$ cat config.mk
export PLATFORM = sky130hd
export DESIGN_NAME = fetch_ctrl_flat
export DESIGN_NICKNAME = d
export VERILOG_FILES = /design/src/rtl/fetch_ctrl_if.sv /design/src/rtl/fetch_ctrl.sv /design/src/flat_wrapper.sv
export SDC_FILE = /design/constraint.sdc
export NUM_CORES = 1
export LEC_CHECK = 0
export ABC_AREA = 1
export ABC_CLOCK_PERIOD_IN_PS = 6900
export BUFFER_PORTS_ARGS = -buffer_cell sky130_fd_sc_hd__buf_4
export CORE_ASPECT_RATIO = 0.75
export CORE_MARGIN = 2
export CORE_UTILIZATION = 45
export CTS_CLUSTER_DIAMETER = 80
export DETAILED_ROUTE_END_ITERATION = 6
export PLACE_DENSITY = 0.7
export SYNTH_ARGS = -nofsm -noshare
export SYNTH_HDL_FRONTEND = slang
export SYNTH_SLANG_ARGS = --single-unit
$ cat constraint.sdc
create_clock -name ctrl_bus_clk -period 6.9 [get_ports ctrl_bus_clk]
set_input_delay 1.38 -clock ctrl_bus_clk [delete_from_list [all_inputs] [get_ports ctrl_bus_clk]]
set_output_delay 1.38 -clock ctrl_bus_clk [all_outputs]
set_load 0.01 [all_outputs]
$ cat src/rtl/fetch_ctrl_if.sv
// Purpose: bundles clock, reset and every fetch_ctrl control/data signal.
// Ports  : master drives clk/reset and the memory/hazard inputs; slave (the
//          controller) drives the fetch enables, instruction, error and count.
interface fetch_ctrl_if #(
  parameter int CNT_W = 32
);
  logic             clk;
  logic             reset;       // synchronous, active-low
  logic             imem_ready;
  logic [31:0]      inst_F;
  logic             stall_D;
  logic             redirect_D;
  logic             imem_req;
  logic             pc_enab;
  logic             fd_enab;
  logic             fd_flush;
  logic [31:0]      inst_out;
  logic             fetch_err;
  logic [CNT_W-1:0] fetch_cnt;

  modport master (
    output clk, reset, imem_ready, inst_F, stall_D, redirect_D,
    input  imem_req, pc_enab, fd_enab, fd_flush, inst_out, fetch_err, fetch_cnt
  );

  modport slave (
    input  clk, reset, imem_ready, inst_F, stall_D, redirect_D,
    output imem_req, pc_enab, fd_enab, fd_flush, inst_out, fetch_err, fetch_cnt
  );
endinterface

$ cat src/rtl/fetch_ctrl.sv
// Purpose: fetch-stage sequencer: PC/F-D enables, F/D flush, imem request,
//          one-entry skid buffer, fetch watchdog and delivered-instruction count.
// Ports  : single ctrl_bus (slave) carrying clk, reset and all fetch signals.
//          Zero added latency; decode stall parks a returned word in the skid
//          buffer and drops the memory request until decode accepts it.
module fetch_ctrl #(
  parameter int MAX_WAIT = 16,
  parameter int CNT_W    = 32
) (
  fetch_ctrl_if.slave ctrl_bus
);

  localparam int WW = $clog2(MAX_WAIT + 1);

  typedef enum logic [1:0] {
    ST_RST   = 2'd0,
    ST_FETCH = 2'd1,
    ST_HOLD  = 2'd2,
    ST_DROP  = 2'd3
  } state_t;

  state_t           state_q, state_d;
  logic [31:0]      buf_q, buf_d;
  logic [WW-1:0]    wait_cnt_q, wait_cnt_d;
  logic             fetch_err_q, fetch_err_d;
  logic [CNT_W-1:0] fetch_cnt_q, fetch_cnt_d;

  logic             redir;
  logic             imem_req_c, pc_enab_c, fd_enab_c, fd_flush_c;
  logic [31:0]      inst_out_c;

  always_comb begin
    state_d    = state_q;
    buf_d      = buf_q;
    imem_req_c = 1'b0;
    pc_enab_c  = 1'b0;
    fd_enab_c  = 1'b0;
    fd_flush_c = 1'b0;
    inst_out_c = '0;
    // A redirect seen under stall is ignored; decode re-presents it later.
    redir      = ctrl_bus.redirect_D & ~ctrl_bus.stall_D;

    unique case (state_q)
      ST_RST: begin
        fd_flush_c = 1'b1;
        state_d    = ST_FETCH;
      end
      ST_FETCH: begin
        imem_req_c = 1'b1;
        inst_out_c = ctrl_bus.inst_F;
        if (ctrl_bus.imem_ready) begin
          if (redir) begin
            pc_enab_c  = 1'b1;
            fd_flush_c = 1'b1;
          end else if (ctrl_bus.stall_D) begin
            buf_d   = ctrl_bus.inst_F;
            state_d = ST_HOLD;
          end else begin
            pc_enab_c = 1'b1;
            fd_enab_c = 1'b1;
          end
        end else if (redir) begin
          // The in-flight request is orphaned; DROP swallows its response.
          pc_enab_c  = 1'b1;
          fd_flush_c = 1'b1;
          state_d    = ST_DROP;
        end else begin
          fd_flush_c = ~ctrl_bus.stall_D;
        end
      end
      ST_HOLD: begin
        inst_out_c = buf_q;
        if (redir) begin
          pc_enab_c  = 1'b1;
          fd_flush_c = 1'b1;
          buf_d      = '0;
          state_d    = ST_FETCH;
        end else if (!ctrl_bus.stall_D) begin
          pc_enab_c = 1'b1;
          fd_enab_c = 1'b1;
          state_d   = ST_FETCH;
        end
      end
      ST_DROP: begin
        // Decode holds a flushed bubble here, so redirects are meaningless.
        imem_req_c = 1'b1;
        fd_flush_c = ~ctrl_bus.stall_D;
        if (ctrl_bus.imem_ready) begin
          state_d = ST_FETCH;
        end
      end
      default: state_d = ST_RST;
    endcase

    // Watchdog: count cycles a request waits for memory, saturating.
    wait_cnt_d = wait_cnt_q;
    if ((state_q == ST_FETCH) || (state_q == ST_DROP)) begin
      if (ctrl_bus.imem_ready) begin
        wait_cnt_d = '0;
      end else if (wait_cnt_q != WW'(MAX_WAIT)) begin
        wait_cnt_d = wait_cnt_q + 1'b1;
      end
    end
    fetch_err_d = fetch_err_q | (wait_cnt_d == WW'(MAX_WAIT));
    fetch_cnt_d = fetch_cnt_q + CNT_W'(fd_enab_c);
  end

  always_ff @(posedge ctrl_bus.clk) begin
    if (!ctrl_bus.reset) begin
      state_q     <= ST_RST;
      buf_q       <= '0;
      wait_cnt_q  <= '0;
      fetch_err_q <= 1'b0;
      fetch_cnt_q <= '0;
    end else begin
      state_q     <= state_d;
      buf_q       <= buf_d;
      wait_cnt_q  <= wait_cnt_d;
      fetch_err_q <= fetch_err_d;
      fetch_cnt_q <= fetch_cnt_d;
    end
  end

  assign ctrl_bus.imem_req  = imem_req_c;
  assign ctrl_bus.pc_enab   = pc_enab_c;
  assign ctrl_bus.fd_enab   = fd_enab_c;
  assign ctrl_bus.fd_flush  = fd_flush_c;
  assign ctrl_bus.inst_out  = inst_out_c;
  assign ctrl_bus.fetch_err = fetch_err_q;
  assign ctrl_bus.fetch_cnt = fetch_cnt_q;

endmodule

$ cat src/flat_wrapper.sv
// flat-port wrapper written by rule: the top's interface ports become plain ports
module fetch_ctrl_flat 
#(
  parameter int MAX_WAIT = 16,
  parameter int CNT_W    = 32
)
  (ctrl_bus_clk, ctrl_bus_reset, ctrl_bus_imem_ready, ctrl_bus_inst_F, ctrl_bus_stall_D, ctrl_bus_redirect_D, ctrl_bus_imem_req, ctrl_bus_pc_enab, ctrl_bus_fd_enab, ctrl_bus_fd_flush, ctrl_bus_inst_out, ctrl_bus_fetch_err, ctrl_bus_fetch_cnt);
  fetch_ctrl_if #(.CNT_W(CNT_W)) ctrl_bus_i ();
  input wire logic [$bits(ctrl_bus_i.clk)-1:0] ctrl_bus_clk;
  input wire logic [$bits(ctrl_bus_i.reset)-1:0] ctrl_bus_reset;
  input wire logic [$bits(ctrl_bus_i.imem_ready)-1:0] ctrl_bus_imem_ready;
  input wire logic [$bits(ctrl_bus_i.inst_F)-1:0] ctrl_bus_inst_F;
  input wire logic [$bits(ctrl_bus_i.stall_D)-1:0] ctrl_bus_stall_D;
  input wire logic [$bits(ctrl_bus_i.redirect_D)-1:0] ctrl_bus_redirect_D;
  output wire logic [$bits(ctrl_bus_i.imem_req)-1:0] ctrl_bus_imem_req;
  output wire logic [$bits(ctrl_bus_i.pc_enab)-1:0] ctrl_bus_pc_enab;
  output wire logic [$bits(ctrl_bus_i.fd_enab)-1:0] ctrl_bus_fd_enab;
  output wire logic [$bits(ctrl_bus_i.fd_flush)-1:0] ctrl_bus_fd_flush;
  output wire logic [$bits(ctrl_bus_i.inst_out)-1:0] ctrl_bus_inst_out;
  output wire logic [$bits(ctrl_bus_i.fetch_err)-1:0] ctrl_bus_fetch_err;
  output wire logic [$bits(ctrl_bus_i.fetch_cnt)-1:0] ctrl_bus_fetch_cnt;
  assign ctrl_bus_i.clk = ctrl_bus_clk;
  assign ctrl_bus_i.reset = ctrl_bus_reset;
  assign ctrl_bus_i.imem_ready = ctrl_bus_imem_ready;
  assign ctrl_bus_i.inst_F = ctrl_bus_inst_F;
  assign ctrl_bus_i.stall_D = ctrl_bus_stall_D;
  assign ctrl_bus_i.redirect_D = ctrl_bus_redirect_D;
  assign ctrl_bus_imem_req = ctrl_bus_i.imem_req;
  assign ctrl_bus_pc_enab = ctrl_bus_i.pc_enab;
  assign ctrl_bus_fd_enab = ctrl_bus_i.fd_enab;
  assign ctrl_bus_fd_flush = ctrl_bus_i.fd_flush;
  assign ctrl_bus_inst_out = ctrl_bus_i.inst_out;
  assign ctrl_bus_fetch_err = ctrl_bus_i.fetch_err;
  assign ctrl_bus_fetch_cnt = ctrl_bus_i.fetch_cnt;
  fetch_ctrl #(.MAX_WAIT(MAX_WAIT), .CNT_W(CNT_W)) u_core (.ctrl_bus(ctrl_bus_i));
endmodule
==> impl_metrics.ini, run 1 <==
[cts]
insertion_delay_ns = 0.33
clkTransAtPathRegs_ns = 0.05
root_buffer = clkbuf_16
cts_buffers = 9
postCtsSetupBuffers = 0
clockBufferDepth = 2
cts_num_sinks = 72
cts-hold-fix-buffers = 0
htree_levels = 3
cts_resized = 0
cts_tree = done

[synthesis]
avgSynthCellArea_sq_um = 6.78
ys.flop_type = dfxtp_1
synth-simple-area-share_pct = 37.0
synth_top_family_by_area = simple AND/OR/NAND/NOR gates
ys_seq_area_share_pct = 34.9
synth_edf_count = 0
yosys.area_share.xor_xnor_pct = 1.48
synth_seq_cells = 72
synth-compound-area-share_pct = 16.1
synth_fa_ha_area_share_pct = 2.42
syn_area_sq_mm = 0.00414
ys_warn_count = 0
synth_nets = 655
synth_cells = 610
async_flop_share_pct = 0
ys_types = 35
synthMuxAreaShare_pct = 0

[global_routing]
grt_max_degree = 65
grt_pass1_vias = 3720
grt_usage_pct = 22.1
grt_antenna_before_repair = 0
overflow = 0
grt_pass1_wl_um = 17700

[worst_setup_path]
crit_family = buffers and inverters
cp.required_ns = 5.52
startpoint_type = flop
path_max_fanout = 36
critPathArrivalTime_ns = 2.95
end_kind = output port
max_stage_delay_ns = 0.86
cp_common_cell = buf_4
worst-setup-path-type = flop to output port
r2r_start = u_core.state_q[0]
cp-startpoint = u_core.state_q[0]
worstPathCellList = inv_1 -> ha_1 -> buf_4 -> clkinv_1 -> nand2_1 -> nand3_1 -> nor2_1 -> buf_4
cp_num_buf_inv = 4
critical_path.slowest_cell = clkinv_1

[drt]
wl_met3_um = 610
viasPerCell = 5.22
avgRoutedWirePerCell_um = 13.8
wl_met2_um = 5190
drc_errors = 0
num_vias = 4262
dr.first_iter.drc_count = 278
drt-met1-wl_um = 5330
ant_nets = 0
dr.max_layer_used = met4
dr.pass1.iters = 5
wl_um = 11300

[layout]
num_antenna_cells = 0
fin_cells = 817
final_cell_mix = 203 x nand2_1, 109 x buf_4, 72 x dfxtp_1
finish.net_count = 747
design_area_sq_mm = 0.00519
final_util_pct = 57.9
syn_to_final_growth_pct = 25.6
drive_above_1_share_pct = 22.1
final_common_cell = nand2_1

[floorplan]
die_h_um = 87.0
die_x_um = 115
core_sq_mm = 0.00897
initial_utilization_pct = 46.1
dieArea_sq_mm = 0.00998
io_pins = 106
rows = 30

[timing]
period_needed_ns = 4.33
setup_viol = 0
max_freq_mhz = 231
max-slew-margin-rel_pct = 27.9
finalCritPeriodShare_pct = 62.7
slew_viol_final = 0
skew_ns = 0.00500
rsz0062_at_grt = false
finalHoldViolCount = 0
fin_tns_setup_ns = 0
worst_pin_slew_ns = 1.08

[placement]
portBuffers = 105
placed_area_sq_mm = 0.00492
hpwl_um = 8020
dp_cells = 803
globalplace.congestion = 0.876

[run_status]
status = complete, no violations

[pwr]
ir_worst_vdd_mv = 0.177
finalPower_mw = 1.22
powerDensity_mw_per_mm2 = 236
cellLeakagePower_nw = 1.97

[min_path]
min_from = u_core.ctrl_bus.fetch_err
hold_class = flop to flop

[run]
max-cap-violations = 0
-- registers in the layout, indices dropped and copies added (netlist names) --
register                   count
u_core.ctrl_bus.fetch_cnt     32
u_core.ctrl_bus.fetch_err      1
u_core.wait_cnt_q              5
u_core.state_q                 2
u_core.buf_q                  32
-- cells in the mapped netlist (all sizes together), types with 2 or more instances --
library cell  number  area [sq um]
nand2            208           803
a21oi             92           543
dfxtp             72          1440
nor2              66           265
inv               42           158
nand3b            40           300
nand3             20           100
buf               15           106
clkbuf            13          68.8
ha                 8           100
nor3               7          35.0
o21ai              6          41.3
xor2               5          43.8
nand4              3          18.8
o211ai             2          28.8
o21a               2          15.0
xnor2              2          17.5
-- final timing paths --
kind                                                 endpoint  slack [ns]  depth (start not counted)
worst max-delay path                         ctrl_bus_fd_enab        2.57                          8
worst min-delay path                u_core.ctrl_bus.fetch_err        0.45                          2
worst max register to register  u_core.ctrl_bus.fetch_cnt[30]        2.98                         16
worst min register to register      u_core.ctrl_bus.fetch_err        0.45                          2
-- layer usage --
layer,global-route usage [%],up-vias
met2,35.2,117
met3,5.71,12
met1,29.5,1982
met5,0,-
met4,6.68,0
li1,-,2151
-- worst min-delay path, stage by stage (launching register included) --
cell,delay [ns]
dfxtp_1,0.31
nand2_1,0.05
nand2_1,0.04
-- through the flow --
stage | hold WS, ns | worst slack [ns]
detailed placement | 0.441 | 2.91
finish | 0.445 | 2.57
global placement | 0.439 | 2.92
CTS | 0.450 | 2.55
global route | 0.467 | 2.33
floorplan | 0.444 | 3.60
-- power by group --
group	switching, mW	internal, mW	total [mW]
clock network	0.167	0.269	0.437
logic	0.203	0.125	0.328
registers	0.0182	0.443	0.461
-- layout make-up --
cell class,count,area (sq um)
repair buffers,109,818
inverters,43,161
flip-flops and latches,72,1440
well taps,112,140
multi-input cells,467,2360
fillers,871,3780
clock buffers,14,274
-- logic make-up after synthesis --
group / count (synthesis)
XOR/XNOR: 7
flip-flops: 72
AO/OA/AOI/OAI: 107
AND/OR/NAND/NOR: 345
buffers and inverters: 71
adder cells (fa/ha/maj): 8
(Power assumes the default switching activity.)
==> run 2: changes to the inputs <==
--- a/config.mk
+++ b/config.mk
@@ -6,14 +6,14 @@
 export NUM_CORES = 1
 export LEC_CHECK = 0
 export ABC_AREA = 1
-export ABC_CLOCK_PERIOD_IN_PS = 6900
+export ABC_CLOCK_PERIOD_IN_PS = 3600
 export BUFFER_PORTS_ARGS = -buffer_cell sky130_fd_sc_hd__buf_4
 export CORE_ASPECT_RATIO = 0.75
 export CORE_MARGIN = 2
 export CORE_UTILIZATION = 45
 export CTS_CLUSTER_DIAMETER = 80
 export DETAILED_ROUTE_END_ITERATION = 6
-export PLACE_DENSITY = 0.7
+export PLACE_DENSITY = 0.72
 export SYNTH_ARGS = -nofsm -noshare
 export SYNTH_HDL_FRONTEND = slang
 export SYNTH_SLANG_ARGS = --single-unit
==> constraint.sdc (replaced) <==
create_clock -name ctrl_bus_clk -period 3.6 [get_ports ctrl_bus_clk]
set_input_delay 0.72 -clock ctrl_bus_clk [delete_from_list [all_inputs] [get_ports ctrl_bus_clk]]
set_output_delay 0.72 -clock ctrl_bus_clk [all_outputs]
set_load 0.01 [all_outputs]
==> run 2 against run 1 <==
  * Clock skew grew 0.0016 ns
  * Wire length shrank 1.9%
  * Register-to-register slack lost 2.2 ns
  * Largest power group unchanged
==> impl_metrics.ini, run 2 (synthesis gave the netlist of run 1 again) <==
[drt]
drc_errors = 0
dr.first_iter.drc_count = 302
ant_nets = 0
viasPerCell = 5.20
wl_um = 11100
num_vias = 4262
dr.pass1.iters = 5
avgRoutedWirePerCell_um = 13.5

[floorplan]
rows = 30
die_h_um = 87.0
initial_utilization_pct = 46.1
die_x_um = 115
dieArea_sq_mm = 0.00998
io_pins = 106
core_sq_mm = 0.00897

[worst_setup_path]
path_max_fanout = 33
crit_family = buffers and inverters
max_stage_delay_ns = 0.54
end_kind = output port
cp_common_cell = inv_1
worst-setup-path-type = flop to output port
startpoint_type = flop
critPathArrivalTime_ns = 2.26
worstPathCellList = inv_1 -> ha_1 -> inv_1 -> o41ai_1 -> buf_4
cp_num_buf_inv = 3
cp.required_ns = 2.88
critical_path.slowest_cell = o41ai_1

[timing]
setup_viol = 0
finalHoldViolCount = 0
max_freq_mhz = 335
max-slew-margin-rel_pct = 27.4
worst_pin_slew_ns = 1.09
finalCritPeriodShare_pct = 82.9
rsz0062_at_grt = false
period_needed_ns = 2.98
skew_ns = 0.00660
fin_tns_setup_ns = 0
slew_viol_final = 0

[layout]
regArea_sq_mm = 0.00144
num_antenna_cells = 0
final_util_pct = 58.2
multi_input_area_sq_mm = 0.00236
design_area_sq_mm = 0.00522
syn_to_final_growth_pct = 26.3
final_cell_mix = 203 x nand2_1, 111 x buf_4, 72 x dfxtp_1
finish.net_count = 749
num-fill-cells = 831
drive_above_1_share_pct = 22.6
final_common_cell = nand2_1

[cts]
cts-hold-fix-buffers = 0
postCtsSetupBuffers = 0
cts_resized = 0
cts_buffers = 9
clkTransAtPathRegs_ns = 0.05
root_buffer = clkbuf_16
insertion_delay_ns = 0.33
cts_num_sinks = 72
cts_tree = done
htree_levels = 3
clockBufferDepth = 2

[global_routing]
grt_antenna_before_repair = 0
grt_max_degree = 37
grt_usage_pct = 22.0
overflow = 0
grt_pass1_vias = 3806
grt_pass1_wl_um = 17800

[pwr]
cellLeakagePower_nw = 1.99
powerDensity_mw_per_mm2 = 457
ir_worst_vdd_mv = 0.286
finalPower_mw = 2.39

[placement]
hpwl_um = 7990
portBuffers = 105
placed_area_sq_mm = 0.00493
globalplace.congestion = 0.929

[run_status]
status = complete, no violations

[run]
max-cap-violations = 0

[min_path]
hold_class = flop to flop
[run 2: cell types whose count changed in the layout (fill, tap and decap cells not counted), sizes merged]
cell,previous run,this run
bufinv,0,1
buf,109,111
clkinv,1,4
clkbuf,14,11
[run 2: final timing paths]
check / startpoint / end / slack [ns] / cells after the start
worst max-delay path: u_core.state_q[0] / ctrl_bus_pc_enab / 0.62 / 5
worst min-delay path: u_core.ctrl_bus.fetch_err / u_core.ctrl_bus.fetch_err / 0.46 / 2
worst max register to register: u_core.state_q[0] / u_core.ctrl_bus.fetch_cnt[16] / 0.75 / 15
worst min register to register: u_core.ctrl_bus.fetch_err / u_core.ctrl_bus.fetch_err / 0.46 / 2
[run 2: cell type report]
| cell class | instances | area share, % |
|---|---|---|
| clock buffer | 11 | 4.65 |
| inverter | 43 | 3.09 |
| timing repair buffer | 111 | 16.0 |
| clock inverter | 4 | 0.863 |
| multi-input combinational | 467 | 45.1 |
| tap | 112 | 2.68 |
| sequential | 72 | 27.6 |
[run 2: worst reg2reg max path, stage by stage (launching register included)]
cell and delay, ns:
dfxtp_1 0.34, inv_1 0.09, ha_1 0.48, clkinv_1 0.20, nand2_1 0.10, nand3_1 0.09
nor2_1 0.16, ha_1 0.23, ha_1 0.23, nand2_2 0.11, nor2_4 0.14, nand2_1 0.11
inv_2 0.09, nand3_1 0.08, or2_0 0.22, a21oi_1 0.12
[run 2: power by group]
| group | internal [mW] | total [mW] | switching [mW] | leakage [nW] |
|---|---|---|---|---|
| Sequential | 0.848 | 0.880 | 0.0316 | 0.584 |
| Combinational | 0.244 | 0.637 | 0.393 | 1.26 |
| Clock | 0.548 | 0.869 | 0.321 | 0.145 |
[run 2: per-layer routing]
metal | up-vias | track usage (%) | share of wire [%]
met5 | - | 0 | 0
met4 | 0 | 7.01 | 1.2
met3 | 14 | 5.85 | 6.1
met2 | 125 | 34.8 | 45
met1 | 1962 | 29.6 | 47
li1 | 2161 | - | -
[run 2: through the flow]
step	hold slack, ns	worst slack (ns)	cells
detailed placement	0.454	0.738	805
CTS	0.465	0.613	820
global placement	0.450	0.906	805
floorplan	0.444	1.13	610
global route	0.480	0.301	820
finish	0.462	0.616	820
